==> config.mk <==
export PLATFORM = sky130hd
export DESIGN_NAME = decim_ctrl_flat
export DESIGN_NICKNAME = d
export VERILOG_FILES = /design/src/rtl/decim_pkg.sv /design/src/rtl/decim_ctrl_if.sv /design/src/rtl/frac_rate_gen.sv /design/src/rtl/decim_ctrl.sv /design/src/flat_wrapper.sv
export SDC_FILE = /design/constraint.sdc
export NUM_CORES = 1
export LEC_CHECK = 0
export CORE_AREA = 2 2 70 65
export CTS_BUF_LIST = sky130_fd_sc_hd__clkbuf_8
export CTS_CLUSTER_DIAMETER = 80
export DETAILED_ROUTE_END_ITERATION = 7
export DIE_AREA = 0 0 72 67
export MAX_ROUTING_LAYER = met4
export PLACE_DENSITY = 0.67
export SYNTH_ARGS = -nofsm -noshare
export SYNTH_HDL_FRONTEND = slang
export SYNTH_SLANG_ARGS = --single-unit
export TNS_END_PERCENT = 20
==> constraint.sdc <==
create_clock -name clk -period 1.6 [get_ports clk]
set_input_delay 0.4 -clock clk [delete_from_list [all_inputs] [get_ports clk]]
set_output_delay 0.4 -clock clk [all_outputs]
set_load 0.05 [all_outputs]
==> src/rtl/decim_pkg.sv <==
// Shared types and defaults for the bitstream decimator sequencing controller.
package decim_pkg;

  typedef enum logic [1:0] {
    ST_IDLE   = 2'd0,
    ST_WARMUP = 2'd1,
    ST_RUN    = 2'd2
  } decim_state_e;

  localparam int NUM_DEF    = 11;
  localparam int DEN_DEF    = 16;
  localparam int WARMUP_DEF = 8;

  // One extra bit so acc + NUM (< 2*DEN) never overflows.
  function automatic int acc_w(input int den);
    return $clog2(den) + 1;
  endfunction

endpackage

==> src/rtl/decim_ctrl_if.sv <==
// Run control, filter gating and sample valid/ready bundle of decim_ctrl.
// master: the controller; slave: the surrounding filter/consumer side.
interface decim_ctrl_if;
  logic        en;
  logic        tap_stb;
  logic        dec_stb;
  logic [7:0]  filt_out;
  logic [7:0]  out_data;
  logic        out_valid;
  logic        out_ready;
  logic        overrun;
  logic        clr_ovr;
  logic        busy;
  logic [15:0] sample_cnt;
  logic [15:0] drop_cnt;

  modport master (
    input  en, filt_out, out_ready, clr_ovr,
    output tap_stb, dec_stb, out_data, out_valid, overrun, busy, sample_cnt, drop_cnt
  );

  modport slave (
    output en, filt_out, out_ready, clr_ovr,
    input  tap_stb, dec_stb, out_data, out_valid, overrun, busy, sample_cnt, drop_cnt
  );
endinterface

==> src/rtl/frac_rate_gen.sv <==
// Phase accumulator producing NUM evenly spread strobes per DEN enabled cycles.
module frac_rate_gen
  import decim_pkg::*;
#(
  parameter int NUM = NUM_DEF,
  parameter int DEN = DEN_DEF
) (
  input  logic clk,
  input  logic rst_n,
  input  logic en,
  output logic stb
);

  localparam int ACC_W = acc_w(DEN);
  localparam logic [ACC_W-1:0] NUM_C = ACC_W'(NUM);
  localparam logic [ACC_W-1:0] DEN_C = ACC_W'(DEN);

  logic [ACC_W-1:0] acc_q;
  logic [ACC_W-1:0] acc_d;
  logic [ACC_W-1:0] sum;

  // Held at zero while disabled so every start replays the same pattern.
  always_comb begin
    sum   = acc_q + NUM_C;
    stb   = en && (sum >= DEN_C);
    acc_d = '0;
    if (en) begin
      acc_d = stb ? (sum - DEN_C) : sum;
    end
  end

  always_ff @(posedge clk or negedge rst_n) begin
    if (!rst_n) begin
      acc_q <= '0;
    end else begin
      acc_q <= acc_d;
    end
  end

endmodule

==> src/rtl/decim_ctrl.sv <==
// Sequencing controller for the 1-bit bitstream filter/decimator (16->11 rate change).
// Optional statistics counters are built when DECIM_CTRL_STATS_EN is defined.
module decim_ctrl
  import decim_pkg::*;
#(
  parameter int NUM    = NUM_DEF,
  parameter int DEN    = DEN_DEF,
  parameter int WARMUP = WARMUP_DEF
) (
  input  logic         clk,
  input  logic         rst_n,
  decim_ctrl_if.master bus
);

  if (NUM < 1 || NUM >= DEN || WARMUP < 0) begin : g_param_check
    $error("decim_ctrl: requires 1 <= NUM < DEN and WARMUP >= 0");
  end

  localparam int WCNT_W = $clog2(WARMUP + 2);

  decim_state_e      state_q, state_d;
  logic [WCNT_W-1:0] wcnt_q, wcnt_d;
  logic [7:0]        out_data_q, out_data_d;
  logic              out_valid_q, out_valid_d;
  logic              overrun_q, overrun_d;
  logic              active;
  logic              stb;
  logic              load;
  logic              drop;

  assign active = (state_q != ST_IDLE);

  frac_rate_gen #(
    .NUM (NUM),
    .DEN (DEN)
  ) u_rate (
    .clk   (clk),
    .rst_n (rst_n),
    .en    (active),
    .stb   (stb)
  );

  always_comb begin
    load        = stb && (state_q == ST_RUN) && (!out_valid_q || bus.out_ready);
    drop        = stb && (state_q == ST_RUN) && out_valid_q && !bus.out_ready;
    state_d     = state_q;
    wcnt_d      = wcnt_q;
    out_data_d  = load ? bus.filt_out : out_data_q;
    out_valid_d = load ? 1'b1 : ((out_valid_q && bus.out_ready) ? 1'b0 : out_valid_q);
    overrun_d   = drop ? 1'b1 : (bus.clr_ovr ? 1'b0 : overrun_q);

    case (state_q)
      ST_IDLE: begin
        wcnt_d = '0;
        if (bus.en) begin
          state_d = (WARMUP == 0) ? ST_RUN : ST_WARMUP;
        end
      end
      ST_WARMUP: begin
        if (!bus.en) begin
          state_d = ST_IDLE;
        end else if (stb) begin
          if (wcnt_q == WCNT_W'(WARMUP - 1)) begin
            state_d = ST_RUN;
          end else begin
            wcnt_d = wcnt_q + 1'b1;
          end
        end
      end
      ST_RUN: begin
        if (!bus.en) begin
          state_d = ST_IDLE;
        end
      end
      default: state_d = ST_IDLE;
    endcase
  end

  always_ff @(posedge clk or negedge rst_n) begin
    if (!rst_n) begin
      state_q     <= ST_IDLE;
      wcnt_q      <= '0;
      out_data_q  <= '0;
      out_valid_q <= 1'b0;
      overrun_q   <= 1'b0;
    end else begin
      state_q     <= state_d;
      wcnt_q      <= wcnt_d;
      out_data_q  <= out_data_d;
      out_valid_q <= out_valid_d;
      overrun_q   <= overrun_d;
    end
  end

  assign bus.tap_stb   = active;
  assign bus.busy      = active;
  assign bus.dec_stb   = stb;
  assign bus.out_data  = out_data_q;
  assign bus.out_valid = out_valid_q;
  assign bus.overrun   = overrun_q;

`ifdef DECIM_CTRL_STATS_EN
  logic [15:0] sample_cnt_q, sample_cnt_d;
  logic [15:0] drop_cnt_q, drop_cnt_d;

  // Saturating: a stuck-at-max count is more honest than a wrapped one.
  always_comb begin
    sample_cnt_d = sample_cnt_q;
    drop_cnt_d   = drop_cnt_q;
    if (load && sample_cnt_q != 16'hFFFF) begin
      sample_cnt_d = sample_cnt_q + 16'd1;
    end
    if (drop && drop_cnt_q != 16'hFFFF) begin
      drop_cnt_d = drop_cnt_q + 16'd1;
    end
  end

  always_ff @(posedge clk or negedge rst_n) begin
    if (!rst_n) begin
      sample_cnt_q <= '0;
      drop_cnt_q   <= '0;
    end else begin
      sample_cnt_q <= sample_cnt_d;
      drop_cnt_q   <= drop_cnt_d;
    end
  end

  assign bus.sample_cnt = sample_cnt_q;
  assign bus.drop_cnt   = drop_cnt_q;
`else
  assign bus.sample_cnt = '0;
  assign bus.drop_cnt   = '0;
`endif

endmodule

==> src/flat_wrapper.sv <==
// flat-port wrapper written by rule: the top's interface ports become plain ports
module decim_ctrl_flat import decim_pkg::*;
#(
  parameter int NUM    = NUM_DEF,
  parameter int DEN    = DEN_DEF,
  parameter int WARMUP = WARMUP_DEF
)
  (clk, rst_n, bus_en, bus_filt_out, bus_out_ready, bus_clr_ovr, bus_tap_stb, bus_dec_stb, bus_out_data, bus_out_valid, bus_overrun, bus_busy, bus_sample_cnt, bus_drop_cnt);
  decim_ctrl_if bus_i ();
  input  logic clk;
  input  logic rst_n;
  input wire logic [$bits(bus_i.en)-1:0] bus_en;
  input wire logic [$bits(bus_i.filt_out)-1:0] bus_filt_out;
  input wire logic [$bits(bus_i.out_ready)-1:0] bus_out_ready;
  input wire logic [$bits(bus_i.clr_ovr)-1:0] bus_clr_ovr;
  output wire logic [$bits(bus_i.tap_stb)-1:0] bus_tap_stb;
  output wire logic [$bits(bus_i.dec_stb)-1:0] bus_dec_stb;
  output wire logic [$bits(bus_i.out_data)-1:0] bus_out_data;
  output wire logic [$bits(bus_i.out_valid)-1:0] bus_out_valid;
  output wire logic [$bits(bus_i.overrun)-1:0] bus_overrun;
  output wire logic [$bits(bus_i.busy)-1:0] bus_busy;
  output wire logic [$bits(bus_i.sample_cnt)-1:0] bus_sample_cnt;
  output wire logic [$bits(bus_i.drop_cnt)-1:0] bus_drop_cnt;
  assign bus_i.en = bus_en;
  assign bus_i.filt_out = bus_filt_out;
  assign bus_i.out_ready = bus_out_ready;
  assign bus_i.clr_ovr = bus_clr_ovr;
  assign bus_tap_stb = bus_i.tap_stb;
  assign bus_dec_stb = bus_i.dec_stb;
  assign bus_out_data = bus_i.out_data;
  assign bus_out_valid = bus_i.out_valid;
  assign bus_overrun = bus_i.overrun;
  assign bus_busy = bus_i.busy;
  assign bus_sample_cnt = bus_i.sample_cnt;
  assign bus_drop_cnt = bus_i.drop_cnt;
  decim_ctrl #(.NUM(NUM), .DEN(DEN), .WARMUP(WARMUP)) u_core (.clk(clk), .rst_n(rst_n), .bus(bus_i));
endmodule
# Word level (Yosys, flattened, before mapping)
# Cells that the tools add are included.
word_totals:
  inputBits: 13
  register_bits: 21
  word_cells: 52
  output_inout_bits: 45
op_classes:
  n_reduce_logical: 16
  n_addsub: 3
  n_mux: 16
  magnitude_cmp: 1
  n_eq_ne: 10
ops:
  columns: ["cell", "n"]
  rows:
  - ["4-bit two-way mux", 3]
  - ["2-bit two-way mux", 5]
  - ["5-bit two-way mux", 2]
  - ["2-bit inequality test (second input constant)", 4]
  - ["4-bit case mux with 2 select lines", 1]
  - ["4-bit AND reduction", 2]
  - ["2-bit nonzero test", 4]
  - ["1-bit logical AND", 6]
  - ["3-bit by 2-bit inequality test with 1-bit output (second input constant)", 2]
  - ["2-bit case mux with 3 select lines", 1]
  - ["5-bit by 4-bit adder with 5-bit output (second input constant)", 1]
  - ["5-bit >= comparator (second input constant)", 1]
  - ["5-bit subtractor (second input constant)", 1]
  - ["4-bit by 1-bit adder with 4-bit output (second input constant)", 1]
  - ["4-bit by 3-bit equality test with 1-bit output (second input constant)", 1]
  - ["1-bit two-way mux", 4]
  - ["2-bit by 1-bit equality test with 1-bit output (second input constant)", 1]
  - ["2-bit equality test (second input constant)", 1]
  - ["1-bit zero test", 2]
  - ["2-bit zero test", 1]
  - ["2-bit by 1-bit inequality test with 1-bit output (second input constant)", 1]
  - ["1-bit logical OR", 1]

# Longest topological paths before layout
depth:
  ltp_word: 7
  depth_mapped: 6
  ltp_nobuf: 6

# Cells and area by module
# From an unflattened synthesis, not the netlist that was laid out.
hier_totals:
  cells_unflattened: 116
  area_unflattened_um2: 1222.4
by_module_without_submodules:
  columns: ["module", "cells_per_inst", "n_inst", "seq_area_each_um2", "area_per_inst_um2"]
  rows:
  - ["decim_ctrl", 96, 1, 400.4, 993.5]
  - ["frac_rate_gen", 20, 1, 125.1, 229.0]

# Least setup slack after synthesis
# Ideal clock, no wire load.
synth_timing:
  path_type: "reg-to-output"
  start: "register u_core.u_rate.acc_q[0]"
  end: "output bus_dec_stb"
  n_path_buf: 0
  stages_incl_launch_ff: 6
  arrival_ns: 1.965
  t_required_ns: 1.200
  setup_slack_ns: -0.765
  path_cell_list: "dfrtp_1 > inv_1 > ha_1 > nor2b_4 > o21a_4 > nor3_1"
synth_between:
  elab_chain_cells: 3
synth_lines:
  columns: ["element", "line", "rtl"]
  rows:
  - ["start: declaration", "frac_rate_gen.sv:18", "logic [ACC_W-1:0] acc_q;"]
  - ["start signal: assignment", "frac_rate_gen.sv:34", "acc_q <= '0;"]
  - ["start signal: assignment", "frac_rate_gen.sv:36", "acc_q <= acc_d;"]
  - ["5-bit by 4-bit adder with 5-bit output", "frac_rate_gen.sv:24", "sum = acc_q + NUM_C;"]
  - ["5-bit >= comparator", "frac_rate_gen.sv:25", "stb = en && (sum >= DEN_C);"]
  - ["1-bit logical AND", "frac_rate_gen.sv:25", null]
  - ["end: declaration", "flat_wrapper.sv:17", "output wire logic [$bits(bus_i.dec_stb)-1:0] bus_dec_stb;"]
# Every way passes these cells.

# Worst setup path after layout
# Ends and elaborated chain as after synthesis.

==> reports/results.txt <==
Crit end category -> output port
Num Clock Sinks -> 21
FF+latch count, synth -> 21
Cell Rows -> 22
Antenna Cells -> 0
Placed Instances -> 204
Arr. time, crit path -> 1470 ps
Vias in the first global route -> 801
Crit-path slowest cell -> dfrtp_1
Dominant cell type by area after synthesis -> dfrtp_1
Crit start category -> flip-flop
Failing checks -> setup timing
Total congestion overflow -> 0
Fmax achieved -> 534 MHz
Top post-synthesis cells by area -> dfrtp_1 (44%), buf_4 (21%), mux2_2 (7.5%), nor3_1 (2.5%), nand2_1 (2.2%)
Largest net degree at the start of global routing -> 22
Final setup margin -> -272 ps
First-pass GRT wire length -> 3640 um
Slew Limit Fails -> 0
Adder-Cell Fraction of Synth Area -> 0.0209
Synth warnings -> 0
Mean Syn Cell Area -> 10.4 um2
Die Y -> 67 um
Fin crit period -> 1870 ps
Post-synthesis compound-gate area fraction -> 0.0751
Clock Skew -> 2.84 ps
Lkg Pwr -> 0.835 nW
WHS Path Cells -> 1
Share of layout cells above drive strength 1 -> 0.383
Seq/Total Area, Yosys -> 0.438
Setup violators final -> 16
Number of buffers created by CTS -> 3
Peak supply drop -> 0.489 mV
Main combinational cell family by area after synthesis -> buffers and inverters
Synth Area in XOR/XNOR -> 0.00730
Clock Latency Late Sink -> 260 ps
Synth async-reset ratio -> 1.00
Max Cap Viol -> 0
DIE AREA -> 4820 um2
Area delta synth->final -> 47.9%
Routed Antenna Nets -> 0
Most common cell after layout, fill and taps aside -> conb_1
Final WL -> 2340 um
Dpl hpwl -> 1790 um
Post-synthesis cell type count -> 29
Syn Std Cell Area -> 1200 um2
Synth top area share -> 0.438
DRC viols -> 0
Register clock-pin slew on the reported worst setup and hold paths -> 80 ps
Dpl ws -> -254 ps
Iter 0 DRT Violations -> 21
Worst Path Required -> 1200 ps
Fillers -> 389
Horiz. Die Dim -> 72 um
Root buffer cell -> clkbuf_8
Post-layout power -> 1.38 mW
Routability cong. -> 0.841
Status -> complete, but fails checks
Number of synthesized flops with an enable pin -> 0
Most frequent cells in the layout -> conb_1 (33), buf_4 (21), dfrtp_1 (21)
Vias -> 851
Critical Path Max Stage Delay -> 400 ps
H-Tree Depth -> 1
HP Class -> flip-flop to flip-flop
Pwr Density -> 775 nW/um2
Final Cycle Share -> 1.17
Antenna violations before repair -> 0
Via density per instance -> 4.05
Final Hold Fails -> 0
Initial Utilization -> 0.297
Port bufs -> 25
Syn Inst Count -> 115
Clk buf depth -> 2
RSZ-0062 raised after global routing -> yes
Core box area -> 4050 um2
Synth Flop Type -> dfrtp_1
Total track usage -> 0.0994
Reg2Reg Depth -> 7
Multiplexer share of the synthesized area -> 0.0834
CTS tree -> built
CP cell instances -> inv_2 > ha_4 > nor2b_4 > o21a_4 > nor3_4 > buf_12
Non-Filler Instances -> 210
WS Path Type -> flip-flop to output port
DRT Pass-1 Iters -> 3
Fin nets -> 178
Simple-Gate Fraction of Synth Area -> 0.150
IO Count -> 58
Avg WL per Cell -> 11.1 um
Highest net fanout along the worst path -> 3
power breakdown:
part	internal, mW	switching, mW	total, mW
sequential	0.551	0.0163	0.567
clock	0.176	0.175	0.351
combinational	0.152	0.305	0.457
flip-flops by register name (all words and copies together) (netlist names):
name,flops
u_core.u_rate.acc_q,5
u_core.state_q,2
u_core.bus.out_valid,1
u_core.bus.out_data,8
u_core.wcnt_q,4
u_core.bus.overrun,1
stage by stage:
stage	TNS (ps)	instance area [um2]	hold WS (ps)	utilization
2_1_floorplan	-692	1350	104	-
3_3_place_gp	-1950	1640	437	0.406
3_5_place_dp	-2220	1640	434	0.406
4_1_cts	-2440	1750	465	0.434
5_1_grt	-3520	1770	496	0.438
6_report	-2000	1770	461	0.438
synthesized netlist by cell type, types with 2 or more instances:
cell,count
buf_4,33
dfrtp_1,21
ha_1,2
inv_1,5
mux2_2,8
nand2_1,7
nand2b_1,2
nor2_1,4
nor2b_1,2
nor3_1,6
nor4_1,2
o21ai_0,2
o311ai_0,2
o311ai_1,2
or3_1,3
worst max-delay path: cells and delay by family (launching register included):
family | cells | cell delay [ps]
AND/OR/NAND/NOR | 2 | 230
AO/OA/AOI/OAI | 1 | 220
buffers and inverters | 2 | 230
flip-flops | 1 | 400
adder cells (fa/ha/maj) | 1 | 130
layout make-up:
type                            count  area, um2  share of cell area
Tap cell                           48       60.1              0.0339
Sequential cell                    21        526               0.296
Clock buffer                        3       41.3              0.0233
Clock inverter                      1       7.51             0.00423
Timing Repair Buffer               44        498               0.281
Inverter                            5       18.8              0.0106
Multi-Input combinational cell     88        623               0.351
final timing paths:
path / start / end / slack, ps
max: u_core.u_rate.acc_q[0]$_DFF_PN0_ / bus_dec_stb / -270
max reg2reg: u_core.u_rate.acc_q[0]$_DFF_PN0_ / u_core.bus.out_data[5]$_DFFE_PN0P_ / -150
min reg2reg: u_core.u_rate.acc_q[0]$_DFF_PN0_ / u_core.u_rate.acc_q[0]$_DFF_PN0_ / 460
min: u_core.u_rate.acc_q[0]$_DFF_PN0_ / u_core.u_rate.acc_q[0]$_DFF_PN0_ / 460
max in group asynchronous: rst_n / u_core.state_q[0]$_DFFE_PN0P_ / 890
min in group asynchronous: rst_n / u_core.wcnt_q[1]$_DFFE_PN0P_ / 490
logic make-up after synthesis:
kind of cell / count (synthesis)
fa+ha+maj: 2
buf+inv: 38
mux: 9
other cells: 1
xor+xnor: 1
flops: 21
simple gates: 32
compound gates: 11
repair_timing:
item,in CTS,in global routing
cloned,0,0
endpoints found under the setup margin,14,18
pin swaps,5,2
setup buffers,3,0
hold buffers,0,0
gates resized for setup,11,7
layer usage:
layer,track usage,part of all wire
met1,0.126,0.43
met2,0.160,0.53
met3,0.0318,0.047
met4,0.0142,0
met5,-,0
Note: power is estimated with default switching activity, not from simulation.
==> RTL edit 1: new RTL, same flow settings <==
Compare `wcnt_q` against `WCNT_W'(WARMUP - 1)` with >= in place of ==.
--- a/src/rtl/decim_ctrl.sv
+++ b/src/rtl/decim_ctrl.sv
@@ -60,7 +60,7 @@
         if (!bus.en) begin
           state_d = ST_IDLE;
         end else if (stb) begin
-          if (wcnt_q == WCNT_W'(WARMUP - 1)) begin
+          if (wcnt_q >= WCNT_W'(WARMUP - 1)) begin
             state_d = ST_RUN;
           end else begin
             wcnt_d = wcnt_q + 1'b1;
Function: same outputs for any inputs over 10 cycles, from zero or initial values and one cycle with rst_n low; that may be too few to reach the edited logic, so the function may still have changed.
==> RTL edit 1 against the original RTL <==
- the flow still finishes with violations (negative setup slack)
- final area down 1.9%
- maximum frequency down 2.8%
- sequential cell count stayed put
- area after synthesis shrank 0.52%
- wire length fell by 3.2%
- register-to-register slack worse by 0.12 ns
- setup slack lost 0.054 ns
Power is not compared: it rests on default switching activity, and its combinational part moved more than twofold at a synthesized area within 25%.
==> RTL edit 1: results <==
global_route:
  grt_pass1_vias: 745
  grt_use_met3: 0.0257
  grt_util_met1: 0.124
  grt_use_met2: 0.154
  grt_pass1_wl_um: 3560
route:
  maxUsedRoutingLayer: "met4"
  dr.first_iter.drc_count: 20
  met1_length_um: 996
  drt-vias-per-instance: 3.98
  first_pass_iters: 4
  met3WireLength_um: 156
  met2_length_um: 1070
  wirelength_um: 2270
  vias: 803
synth:
  synthCells: 110
  yosysSeqAreaShare: 0.440
  synth_common_cells: "33 x buf_4, 21 x dfrtp_1, 8 x mux2_2, 7 x nor2_1, 5 x inv_1"
clock_tree:
  post_cts_buffers: 1
  cts_resized: 12
  clock_path_buffers: 2
finish:
  nets: 170
  seqCellArea_sq_um: 527
  nMultiInputCombCells: 81
  nonClkBufAreaFrac: 0.288
  buffers: 43
  seq-cell-share: 0.303
  layout-drive-gt1-share: 0.396
  fillers: 392
  multi_input_area_share: 0.339
sta:
  fin_tns_setup_ns: -2.83
  skew_ns: 0.00435
  setup_viol: 15
  fin_ws_ns: -0.326
placed_design:
  place_inst: 197
  postPlaceCellArea_sq_um: 1600
  routabilityCongestion: 0.772
  place_ws_ns: -0.236
outcome:
  status: "finished, violations left"
  violations: "negative setup slack"
worst_setup_path:
  r2r_cells: 8
  timing.rr.end: "u_core.bus.out_data[2]"
  worst-r2r-setup-slack_ns: -0.27
power_and_ir_drop:
  p_leak_nw: 0.842
-- RTL edit 1: logic make-up (layout without fill, tap and decap cells) --
group,after synthesis,in the layout,synth area share
XOR/XNOR,1,1,0.00734
AND/OR/NAND/NOR,25,25,0.125
AO/OA/AOI/OAI,12,12,0.0912
buffers and inverters,40,52,0.237
adder cells (fa/ha/maj),2,2,0.0210
multiplexers,8,8,0.0755
other,1,33,0.00314
flip-flops,21,21,0.440
-- RTL edit 1: critical path, cell delays in order (launching register included) --
cell and delay [ns]:
dfrtp_1 0.39, inv_2 0.07, ha_4 0.13, nor2b_4 0.04, or3_4 0.33, and3_4 0.16, buf_8 0.14
-- RTL edit 1: per-stage QoR --
stage                     power (mW)  hold WS (ns)
final                           3.44         0.489
after global routing            3.64         0.514
after CTS                       3.39         0.496
after detailed placement        2.91         0.516
after global placement          2.89         0.510
after floorplan                 2.12         0.104
==> RTL edit 2: new RTL, same settings <==
Without the edit above. Set the package constant `DEN_DEF` to 15 (it was 16).
--- a/src/rtl/decim_pkg.sv
+++ b/src/rtl/decim_pkg.sv
@@ -8,7 +8,7 @@
   } decim_state_e;
 
   localparam int NUM_DEF    = 11;
-  localparam int DEN_DEF    = 16;
+  localparam int DEN_DEF    = 15;
   localparam int WARMUP_DEF = 8;
 
   // One extra bit so acc + NUM (< 2*DEN) never overflows.
Behaviour: not the same (Yosys sat finds a counterexample within 10 cycles, from zero or initial values and one cycle with rst_n low).
==> RTL edit 2 against the original RTL <==
- the flow still finishes with violations (negative setup slack)
- largest cell class unchanged
- count of clock-buffer cells in the layout stayed put
- setup slack lost 0.46 ns
- critical endpoint unchanged
- area after synthesis grew 13%
- sequential cell count stayed put
- final area rose by 11%
- clock skew rose by 0.0040 ns
- register-to-register slack worse by 0.56 ns
- wire length increased by 19%
- final cell count up 11%
- first-iteration DRC count grew 100%
Power is not compared: it rests on default switching activity, and its combinational part moved more than twofold at a synthesized area within 25%.
==> RTL edit 2: results <==
route:
  maxUsedRoutingLayer: "met4"
  met3WireLength_um: 158
  first_pass_iters: 4
  met1_length_um: 1150
  dr.first_iter.drc_count: 43
  routedWlPerCell_um: 11.9
  vias: 1027
  met2_length_um: 1420
  wirelength_um: 2780
global_route:
  antenna_found_initial: 0
  grt_use_met3: 0.0272
  grt_pass1_wl_um: 4680
  grt_util_met1: 0.169
  grt_use_met2: 0.191
  globalRouteTotalUtil: 0.130
power_and_ir_drop:
  power_frac_seq: 0.240
  switching_share: 0.415
  p_leak_nw: 0.957
  power_leader: "combinational cells"
  irDropWorstVdd_v: 0.000593
  finalPower_mw: 2.84
placed_design:
  numPortBuffers: 25
  place_inst: 225
  dpl.hpwl_um: 2140
  place_ws_ns: -0.572
  routabilityCongestion: 0.825
  postPlaceCellArea_sq_um: 1820
synth:
  synthCells: 134
  synth_common_cells: "33 x buf_4, 21 x dfrtp_1, 9 x nand2_1, 8 x mux2_4, 8 x nor2_1"
  netlist_top_cells_area: "dfrtp_1 39%, buf_4 18%, mux2_4 8.9%"
  yosysSeqAreaShare: 0.387
  synthDistinctLibCells: 38
worst_setup_path:
  crit_family: "simple AND/OR/NAND/NOR gates"
  path_max_fanout: 5
  worst-r2r-setup-slack_ns: -0.71
  crit_path_start: "u_core.u_rate.acc_q[1]"
  timing.rr.end: "u_core.bus.out_data[4]"
  slowest_delay_ns: 0.40
  slowest_stage: "dfrtp_1"
  r2r_cells: 9
  crit_arrival_ns: 1.93
sta:
  setup_viol: 22
  holdWs_ns: 0.476
  fin_ws_ns: -0.734
  skew_ns: 0.00686
  fin_tns_setup_ns: -11.80
clock_tree:
  h-tree-depth: 1
  cts_root_buf: "clkbuf_8"
  clock_path_buffers: 2
finish:
  nets: 203
  layout-drive-gt1-share: 0.382
  largest_reg_flops: 8
  antenna-diode-count: 0
outcome:
  status: "finished, violations left"
  violations: "negative setup slack"
worst_hold_path:
  hold_path_class: "input pin to async pin"
run:
  cap_violations: 0
==> RTL edit 2: changes by cell type after synthesis, sizes merged, moves of 3 or more <==
cell | before | now
o311ai | 4 | 1
nor2 | 4 | 8
a31oi | 0 | 3
nor3 | 6 | 2
==> RTL edit 2: logic make-up (layout without fill, tap and decap cells) <==
logic type	Yosys count	count (layout)	synth area share
AND/OR/NAND/NOR	41	41	0.165
buffers and inverters	39	60	0.210
flip-flops	21	21	0.387
AO/OA/AOI/OAI	18	18	0.0969
multiplexers	10	10	0.103
adder cells (fa/ha/maj)	3	3	0.0277
other	1	32	0.00276
XOR/XNOR	1	1	0.00646
==> RTL edit 2: timing repair <==
action | in CTS | in global routing
pin swaps | 6 | 2
setup endpoints to repair | 24 | 24
buffers inserted | 5 | 0
gates resized for setup | 12 | 5
==> RTL edit 2: final cells by class <==
cell class	count	area, sq um
multi-input combinational	105	749
tap	48	60.1
fill	362	2080
clock inverter	1	3.75
inverter	4	15.0
timing repair buffer	52	566
clock buffer	3	41.3
sequential	21	527
